[src/rtl/game_pkg.sv]
// Shared constants, cell codes, direction and FSM encodings for the game grid logic.
package game_pkg;

  localparam int GRID_W  = 10;
  localparam int GRID_H  = 10;
  localparam int RUN_LEN = 4;
  localparam int CELL_W  = 4;
  localparam int K_W     = $clog2(RUN_LEN);

  localparam logic [CELL_W-1:0] EMPTY    = 4'd0;
  localparam logic [CELL_W-1:0] CIRCLE   = 4'd1;
  localparam logic [CELL_W-1:0] TRIANGLE = 4'd2;

  localparam logic [1:0] DIR_H = 2'd0;
  localparam logic [1:0] DIR_V = 2'd1;
  localparam logic [1:0] DIR_D = 2'd2;
  localparam logic [1:0] DIR_A = 2'd3;

  localparam logic [2:0] ST_IDLE    = 3'd0;
  localparam logic [2:0] ST_SETUP   = 3'd1;
  localparam logic [2:0] ST_ISSUE   = 3'd2;
  localparam logic [2:0] ST_CMP     = 3'd3;
  localparam logic [2:0] ST_ADVANCE = 3'd4;
  localparam logic [2:0] ST_DONE    = 3'd5;

  typedef struct packed {
    logic [3:0] x_lo;
    logic [3:0] x_hi;
    logic [3:0] y_lo;
    logic [3:0] y_hi;
    logic       empty;
  } scan_range_t;

  // Line-start window that keeps every cell of a line inside the board.
  function automatic scan_range_t full_range(input logic [1:0] dir);
    scan_range_t r;
    r.x_lo  = (dir == DIR_A) ? 4'(RUN_LEN - 1) : 4'd0;
    r.x_hi  = (dir == DIR_V || dir == DIR_A) ? 4'(GRID_W - 1) : 4'(GRID_W - RUN_LEN);
    r.y_lo  = 4'd0;
    r.y_hi  = (dir == DIR_H) ? 4'(GRID_H - 1) : 4'(GRID_H - RUN_LEN);
    r.empty = 1'b0;
    return r;
  endfunction

endpackage

[src/rtl/win_line_addr_gen.sv]
// Combinational cell address of the k-th cell of a line starting at (x, y) in direction dir.
module win_line_addr_gen
  import game_pkg::*;
(
  input  logic [3:0]     x,
  input  logic [3:0]     y,
  input  logic [1:0]     dir,
  input  logic [K_W-1:0] k,
  output logic [6:0]     addr
);

  logic [6:0] cx;
  logic [6:0] cy;
  logic [6:0] kk;

  always_comb begin
    kk = 7'(k);
    cx = {3'b000, x};
    cy = {3'b000, y};
    case (dir)
      DIR_H:   cx = cx + kk;
      DIR_V:   cy = cy + kk;
      DIR_D: begin
        cx = cx + kk;
        cy = cy + kk;
      end
      default: begin
        cx = cx - kk;
        cy = cy + kk;
      end
    endcase
    addr = cx + 7'(GRID_W) * cy;
  end

endmodule

[src/rtl/grid_win_scan_controller.sv]
// Scans the grid for RUN_LEN-in-a-row of the latched player after each move.
// Define WIN_SCAN_LAST_MOVE_EN to restrict the scan to starts near last_x/last_y.
module grid_win_scan_controller
  import game_pkg::*;
(
  input  logic              clock_builtin_50MHZ,
  input  logic              reset,
  input  logic              start,
  input  logic [CELL_W-1:0] player,
  input  logic [3:0]        last_x,
  input  logic [3:0]        last_y,
  output logic              cell_rd_en,
  output logic [6:0]        cell_addr,
  input  logic [CELL_W-1:0] cell_data,
  output logic              busy,
  output logic              done,
  output logic              win,
  output logic [1:0]        win_dir,
  output logic [3:0]        win_x,
  output logic [3:0]        win_y
);

  logic [2:0]        state_q, state_d;
  logic [1:0]        dir_q, dir_d;
  logic [K_W-1:0]    k_q, k_d;
  logic [3:0]        x_q, x_d;
  logic [3:0]        y_q, y_d;
  logic [CELL_W-1:0] player_q, player_d;
  logic              win_q, win_d;
  logic [1:0]        win_dir_q, win_dir_d;
  logic [3:0]        win_x_q, win_x_d;
  logic [3:0]        win_y_q, win_y_d;

  scan_range_t rng [4];
  logic [2:0]  search_lo;
  logic        nxt_found;
  logic [1:0]  nxt_dir;
  logic [6:0]  line_addr;

`ifdef WIN_SCAN_LAST_MOVE_EN
  logic [3:0] last_x_q, last_x_d;
  logic [3:0] last_y_q, last_y_d;

  // Anti-diagonal lines run toward -x, so their starts sit at or right of the move.
  function automatic scan_range_t clamp_range(input scan_range_t r, input logic [1:0] dir,
                                              input logic [3:0] lx, input logic [3:0] ly);
    scan_range_t c;
    int xl, xh, yl, yh;
    xl = int'(r.x_lo);
    xh = int'(r.x_hi);
    yl = int'(r.y_lo);
    yh = int'(r.y_hi);
    if (dir == DIR_A) begin
      xl = (int'(lx) > xl) ? int'(lx) : xl;
      xh = (int'(lx) + RUN_LEN - 1 < xh) ? int'(lx) + RUN_LEN - 1 : xh;
    end else begin
      xl = (int'(lx) - (RUN_LEN - 1) > xl) ? int'(lx) - (RUN_LEN - 1) : xl;
      xh = (int'(lx) < xh) ? int'(lx) : xh;
    end
    yl = (int'(ly) - (RUN_LEN - 1) > yl) ? int'(ly) - (RUN_LEN - 1) : yl;
    yh = (int'(ly) < yh) ? int'(ly) : yh;
    c.x_lo  = 4'(xl);
    c.x_hi  = 4'(xh);
    c.y_lo  = 4'(yl);
    c.y_hi  = 4'(yh);
    c.empty = (xl > xh) || (yl > yh);
    return c;
  endfunction
`else
  logic unused_last;
  assign unused_last = ^{last_x, last_y};
`endif

  always_comb begin
    for (int d = 0; d < 4; d++) begin
      rng[d] = full_range(2'(d));
`ifdef WIN_SCAN_LAST_MOVE_EN
      rng[d] = clamp_range(rng[d], 2'(d), last_x_q, last_y_q);
`endif
    end
  end

  // Lowest non-empty direction at or after search_lo; SETUP searches from H.
  always_comb begin
    search_lo = (state_q == ST_SETUP) ? 3'd0 : ({1'b0, dir_q} + 3'd1);
    nxt_found = 1'b0;
    nxt_dir   = DIR_H;
    for (int d = 3; d >= 0; d--) begin
      if (3'(d) >= search_lo && !rng[d].empty) begin
        nxt_found = 1'b1;
        nxt_dir   = 2'(d);
      end
    end
  end

  win_line_addr_gen u_addr_gen (
    .x   (x_q),
    .y   (y_q),
    .dir (dir_q),
    .k   (k_q),
    .addr(line_addr)
  );

  always_comb begin
    state_d   = state_q;
    dir_d     = dir_q;
    k_d       = k_q;
    x_d       = x_q;
    y_d       = y_q;
    player_d  = player_q;
    win_d     = win_q;
    win_dir_d = win_dir_q;
    win_x_d   = win_x_q;
    win_y_d   = win_y_q;
`ifdef WIN_SCAN_LAST_MOVE_EN
    last_x_d  = last_x_q;
    last_y_d  = last_y_q;
`endif
    case (state_q)
      ST_IDLE: begin
        if (start) begin
          player_d  = player;
`ifdef WIN_SCAN_LAST_MOVE_EN
          last_x_d  = last_x;
          last_y_d  = last_y;
`endif
          win_d     = 1'b0;
          win_dir_d = 2'd0;
          win_x_d   = 4'd0;
          win_y_d   = 4'd0;
          state_d   = ST_SETUP;
        end
      end
      ST_SETUP: begin
        k_d = '0;
        if (player_q == EMPTY || !nxt_found) begin
          state_d = ST_DONE;
        end else begin
          dir_d   = nxt_dir;
          x_d     = rng[nxt_dir].x_lo;
          y_d     = rng[nxt_dir].y_lo;
          state_d = ST_ISSUE;
        end
      end
      ST_ISSUE: state_d = ST_CMP;
      ST_CMP: begin
        if (cell_data != player_q) begin
          state_d = ST_ADVANCE;
        end else if (k_q != K_W'(RUN_LEN - 1)) begin
          k_d     = k_q + K_W'(1);
          state_d = ST_ISSUE;
        end else begin
          win_d     = 1'b1;
          win_dir_d = dir_q;
          win_x_d   = x_q;
          win_y_d   = y_q;
          state_d   = ST_DONE;
        end
      end
      ST_ADVANCE: begin
        k_d     = '0;
        state_d = ST_ISSUE;
        if (x_q < rng[dir_q].x_hi) begin
          x_d = x_q + 4'd1;
        end else if (y_q < rng[dir_q].y_hi) begin
          x_d = rng[dir_q].x_lo;
          y_d = y_q + 4'd1;
        end else if (nxt_found) begin
          dir_d = nxt_dir;
          x_d   = rng[nxt_dir].x_lo;
          y_d   = rng[nxt_dir].y_lo;
        end else begin
          state_d = ST_DONE;
        end
      end
      ST_DONE: state_d = ST_IDLE;
      default: state_d = ST_IDLE;
    endcase
  end

  always_ff @(posedge clock_builtin_50MHZ or posedge reset) begin
    if (reset) begin
      state_q   <= ST_IDLE;
      dir_q     <= DIR_H;
      k_q       <= '0;
      x_q       <= 4'd0;
      y_q       <= 4'd0;
      player_q  <= EMPTY;
      win_q     <= 1'b0;
      win_dir_q <= 2'd0;
      win_x_q   <= 4'd0;
      win_y_q   <= 4'd0;
`ifdef WIN_SCAN_LAST_MOVE_EN
      last_x_q  <= 4'd0;
      last_y_q  <= 4'd0;
`endif
    end else begin
      state_q   <= state_d;
      dir_q     <= dir_d;
      k_q       <= k_d;
      x_q       <= x_d;
      y_q       <= y_d;
      player_q  <= player_d;
      win_q     <= win_d;
      win_dir_q <= win_dir_d;
      win_x_q   <= win_x_d;
      win_y_q   <= win_y_d;
`ifdef WIN_SCAN_LAST_MOVE_EN
      last_x_q  <= last_x_d;
      last_y_q  <= last_y_d;
`endif
    end
  end

  assign busy       = (state_q == ST_SETUP) || (state_q == ST_ISSUE) ||
                      (state_q == ST_CMP) || (state_q == ST_ADVANCE);
  assign done       = (state_q == ST_DONE);
  assign cell_rd_en = (state_q == ST_ISSUE);
  assign cell_addr  = cell_rd_en ? line_addr : 7'd0;
  assign win        = win_q;
  assign win_dir    = win_dir_q;
  assign win_x      = win_x_q;
  assign win_y      = win_y_q;

endmodule

[config.mk]
export PLATFORM = sky130hd
export DESIGN_NAME = grid_win_scan_controller
export DESIGN_NICKNAME = d
export VERILOG_FILES = /design/src/rtl/game_pkg.sv /design/src/rtl/win_line_addr_gen.sv /design/src/rtl/grid_win_scan_controller.sv
export SDC_FILE = /design/constraint.sdc
export NUM_CORES = 1
export LEC_CHECK = 0
export ABC_AREA = 1
export CAP_MARGIN = 40
export CORE_MARGIN = 5
export CORE_UTILIZATION = 50
export DETAILED_ROUTE_END_ITERATION = 6
export GPL_ROUTABILITY_DRIVEN = 0
export PLACE_DENSITY = 0.75
export SLEW_MARGIN = 25
export SYNTH_ARGS = -nofsm -noshare
export SYNTH_HDL_FRONTEND = slang
export SYNTH_SLANG_ARGS = --single-unit
[constraint.sdc]
create_clock -name clock_builtin_50MHZ -period 6 [get_ports clock_builtin_50MHZ]
set_input_delay 0.9 -clock clock_builtin_50MHZ [delete_from_list [all_inputs] [get_ports clock_builtin_50MHZ]]
set_output_delay 0.9 -clock clock_builtin_50MHZ [all_outputs]
set_load 0.1 [all_outputs]
==> key figures <==
Layout
  – Core Util, Final: 65.36%
  – Cell area after layout: 3296 um2
  – Commonest non-fill, non-tap cells in the layout: nand2_1 (81), inv_1 (50), dfrtp_1 (30)
  – Non-filler cells, final: 464
  – Filler cell count: 414
  – Share of cells above drive strength 1: 13.96%
  – Layout Nets: 445
  – Layout area overhead: 28.86%
  – Multi-input gate area: 1564 um2
  – Register area: 750.7 um2
  – Commonest non-fill, non-tap cell in the layout: nand2_1
  – Ant. Diodes: 0

GRT
  – Vias in the first global route: 2298
  – First-pass GRT wire length: 10.34 mm
  – Total gr overflow: 0
  – Initial antenna violation count: 0
  – Pin count of the biggest net entering global routing: 31
  – Total GRT Usage: 20.27%

Drt
  – Initial drt markers: 133
  – DR vias/cell: 5.138
  – DR pass1 iterations: 4
  – DR DRC count: 0
  – Routed length per placed instance: 12.90 um
  – Detail Route Antenna Nets: 0
  – Routed WL: 5.985 mm
  – Routed via count: 2384

Die
  – Die X: 81.52 um
  – # IOs: 40
  – Die ar.: 6646 um2
  – Chip height: 81.52 um
  – Initial core utilization: 50.72%
  – Core area: 5042 um2
  – Row cnt: 26

Critical path
  – Critical path type: reg2out
  – Worst path max stage delay: 480 ps
  – CP required: 5100 ps
  – Crit path DAT: 4070 ps
  – CP max-delay cell: dfrtp_1
  – Crit path cell chain: ha_1 > fa_1 > inv_1 > o21ai_0 > ha_1 > ha_1 > inv_1 > fa_1 > inv_1 > ha_1 > nand2_1 > nor2_1 > nand2_1 > o211ai_1 > nand3_1 > nand2_1 > nor2_1 > buf_4
  – Critical Path End Type: output port
  – Cell mode on critical path: ha_1
  – Delay-heaviest family, CP: adder cells
  – Worst path depth: 18
  – CP Max Fanout: 6
  – CP Launch Type: register
  – Worst r2r path cells: 10
  – Buf+Inv Stages, Crit Path: 4

Hold path
  – Hold path depth: 2
  – Hold Path Class: reg2reg

Placement
  – Hpwl dp: 4.824 mm
  – Pre-CTS WS: 1334 ps
  – Cell Area, Placed: 3187 um2
  – Dpl cells: 456
  – I/O Buffers: 31

Clocking
  – Total clock sinks: 30
  – CTS tree: done
  – H-Tree Level Count: 2
  – Root buf cell: clkbuf_8
  – Clk slew on worst S/H paths: 70 ps
  – Post_cts resized: 0
  – Total CTS buffers: 5
  – Clock Tree Buf Depth: 2
  – # hold bufs at CTS: 0
  – Worst skew pair latency: 280 ps
  – Setup repair bufs after CTS: 0

Power
  – Internal cell power: 643.2 uW
  – Clk pwr share: 15.5%
  – Flop pwr share: 23.3%
  – Max rail drop VDD: 212.0 uV
  – Total leakage power: 1.644 nW
  – PD cells: 397.1 nW/um2
  – Total Power: 1.309 mW
  – Combinational cell fraction of total power: 61.3%
  – Net Sw Frac: 50.85%
  – Sw Pwr: 665.5 uW

Logic synthesis
  – Syn Inst Count: 340
  – Synth cell types: 33
  – Syn Area/Cell: 7.522 um2
  – Yosys reg bits: 30
  – Synth Warn #: 0
  – Post-synthesis sequential area ratio: 29.35%
  – Syn Std Cell Area: 2557 um2
  – Net count after synthesis: 392

STA
  – RSZ-0062 raised after global routing: no
  – WHS: 481.8 ps
  – Setup TNS: 0 ps
  – Final setup violation count: 0
  – Tmin final: 4966 ps
  – Worst Skew: 3.310 ps
  – Worst-Margin Slew: 582.8 ps
  – Tcrit/Tclk final: 82.76%
  – Final WS setup: 1034 ps
  – Number of max-slew violations in the final report: 0
  – Final hold vios: 0
  – Max Clk Rate: 201.4 MHz
  – Rel. slew slack: 61.11%

Status
  – Outcome: completed

Run
  – Max-cap violations: 0
==> final timing paths <==
path	startpoint	endpoint	slack [ps]
setup / recovery	k_q[0]$_DFFE_PP0P_	cell_addr[6]	1030
hold / removal	win_y[1]$_DFFE_PP0P_	win_y[1]$_DFFE_PP0P_	480
setup reg to reg	dir_q[0]$_DFFE_PP0P_	y_q[1]$_DFFE_PP0P_	3430
hold reg to reg	win_y[1]$_DFFE_PP0P_	win_y[1]$_DFFE_PP0P_	480
max in group asynchronous	reset	x_q[3]$_DFFE_PP0P_	4700
min in group asynchronous	reset	player_q[1]$_DFFE_PP0P_	1020
==> power groups by stage <==
stage / registers [mW] / clock network, mW / logic [mW]
after floorplan: 0.290 / 0 / 0.588
after global routing: 0.310 / 0.217 / 0.885
after detailed placement: 0.308 / 0 / 0.801
after CTS: 0.304 / 0.207 / 0.805
final: 0.305 / 0.202 / 0.802
after global placement: 0.304 / 0 / 0.716
==> area by class of cell <==
cell class / instances / share of cell area [%]
Clock buffer: 5 / 2.088
Timing Repair Buffer: 50 / 17.62
Inverter: 54 / 6.188
Clock inverter: 3 / 1.215
Sequential cell: 30 / 22.78
Multi-Input combinational cell: 252 / 47.46
Tap cell: 70 / 2.658
==> cell families (layout without fill, tap and decap cells) <==
kind of cell             Yosys count  in the layout  share of synthesized area, %
AND/OR/NAND/NOR                  158            158                         28.28
multiplexers                       2              2                        0.8806
flip-flops                        30             30                         29.35
adder cells (fa/ha/maj)           33             33                         17.61
buffers and inverters             58            112                         9.491
XOR/XNOR                          11             11                         3.767
AO/OA/AOI/OAI                     48             48                         10.62
==> layer usage <==
layer  GRT usage (%)  part of all wire [%]  up-vias  routed length, um
met4           5.574                   1.5        0                 91
met1           25.64                    45     1115               2677
li1                -                     -     1204                  -
met5               0                     0        -                  0
met3           4.057                   5.1       10                305
met2           35.02                    49       55               2910
==> state kept, by name (all words and copies together), names as in the netlist <==
signal	cells
win_y	4
win	1
k_q	2
win_dir	2
x_q	4
y_q	4
win_x	4
state_q	3
player_q	4
dir_q	2
==> synthesized netlist by cell type <==
master	instances	area [um2]
nand2_1	81	304.0
inv_1	50	187.7
dfrtp_1	30	750.7
ha_1	28	350.3
nand3_1	25	125.1
nor2_1	22	82.58
o21ai_0	18	90.09
a21oi_1	17	85.08
xor2_1	9	78.83
nand2_2	6	37.54
nor3_1	6	30.03
fa_1	5	100.1
nor2_2	5	31.28
o21ai_1	5	25.02
nand4_1	4	25.02
buf_6	3	33.78
inv_2	3	11.26
mux2_2	2	22.52
nand3_2	2	20.02
nand3b_1	2	15.01
nor2_4	2	22.52
o21a_1	2	15.01
or2_2	2	12.51
xnor2_1	2	17.52
a21oi_4	1	16.27
a22oi_1	1	7.510
a32oi_1	1	8.760
buf_2	1	5.000
clkinv_2	1	5.000
nand3_4	1	17.52
o211ai_1	1	7.510
o21bai_1	1	7.510
o41ai_1	1	8.760
==> tightest hold or removal path, delay by kind of cell, from the launching register on <==
kind | cells | cell delay (ps)
AND/OR/NAND/NOR | 2 | 110
flip-flops | 1 | 350
No activity file was read; power rests on OpenSTA's default activity.
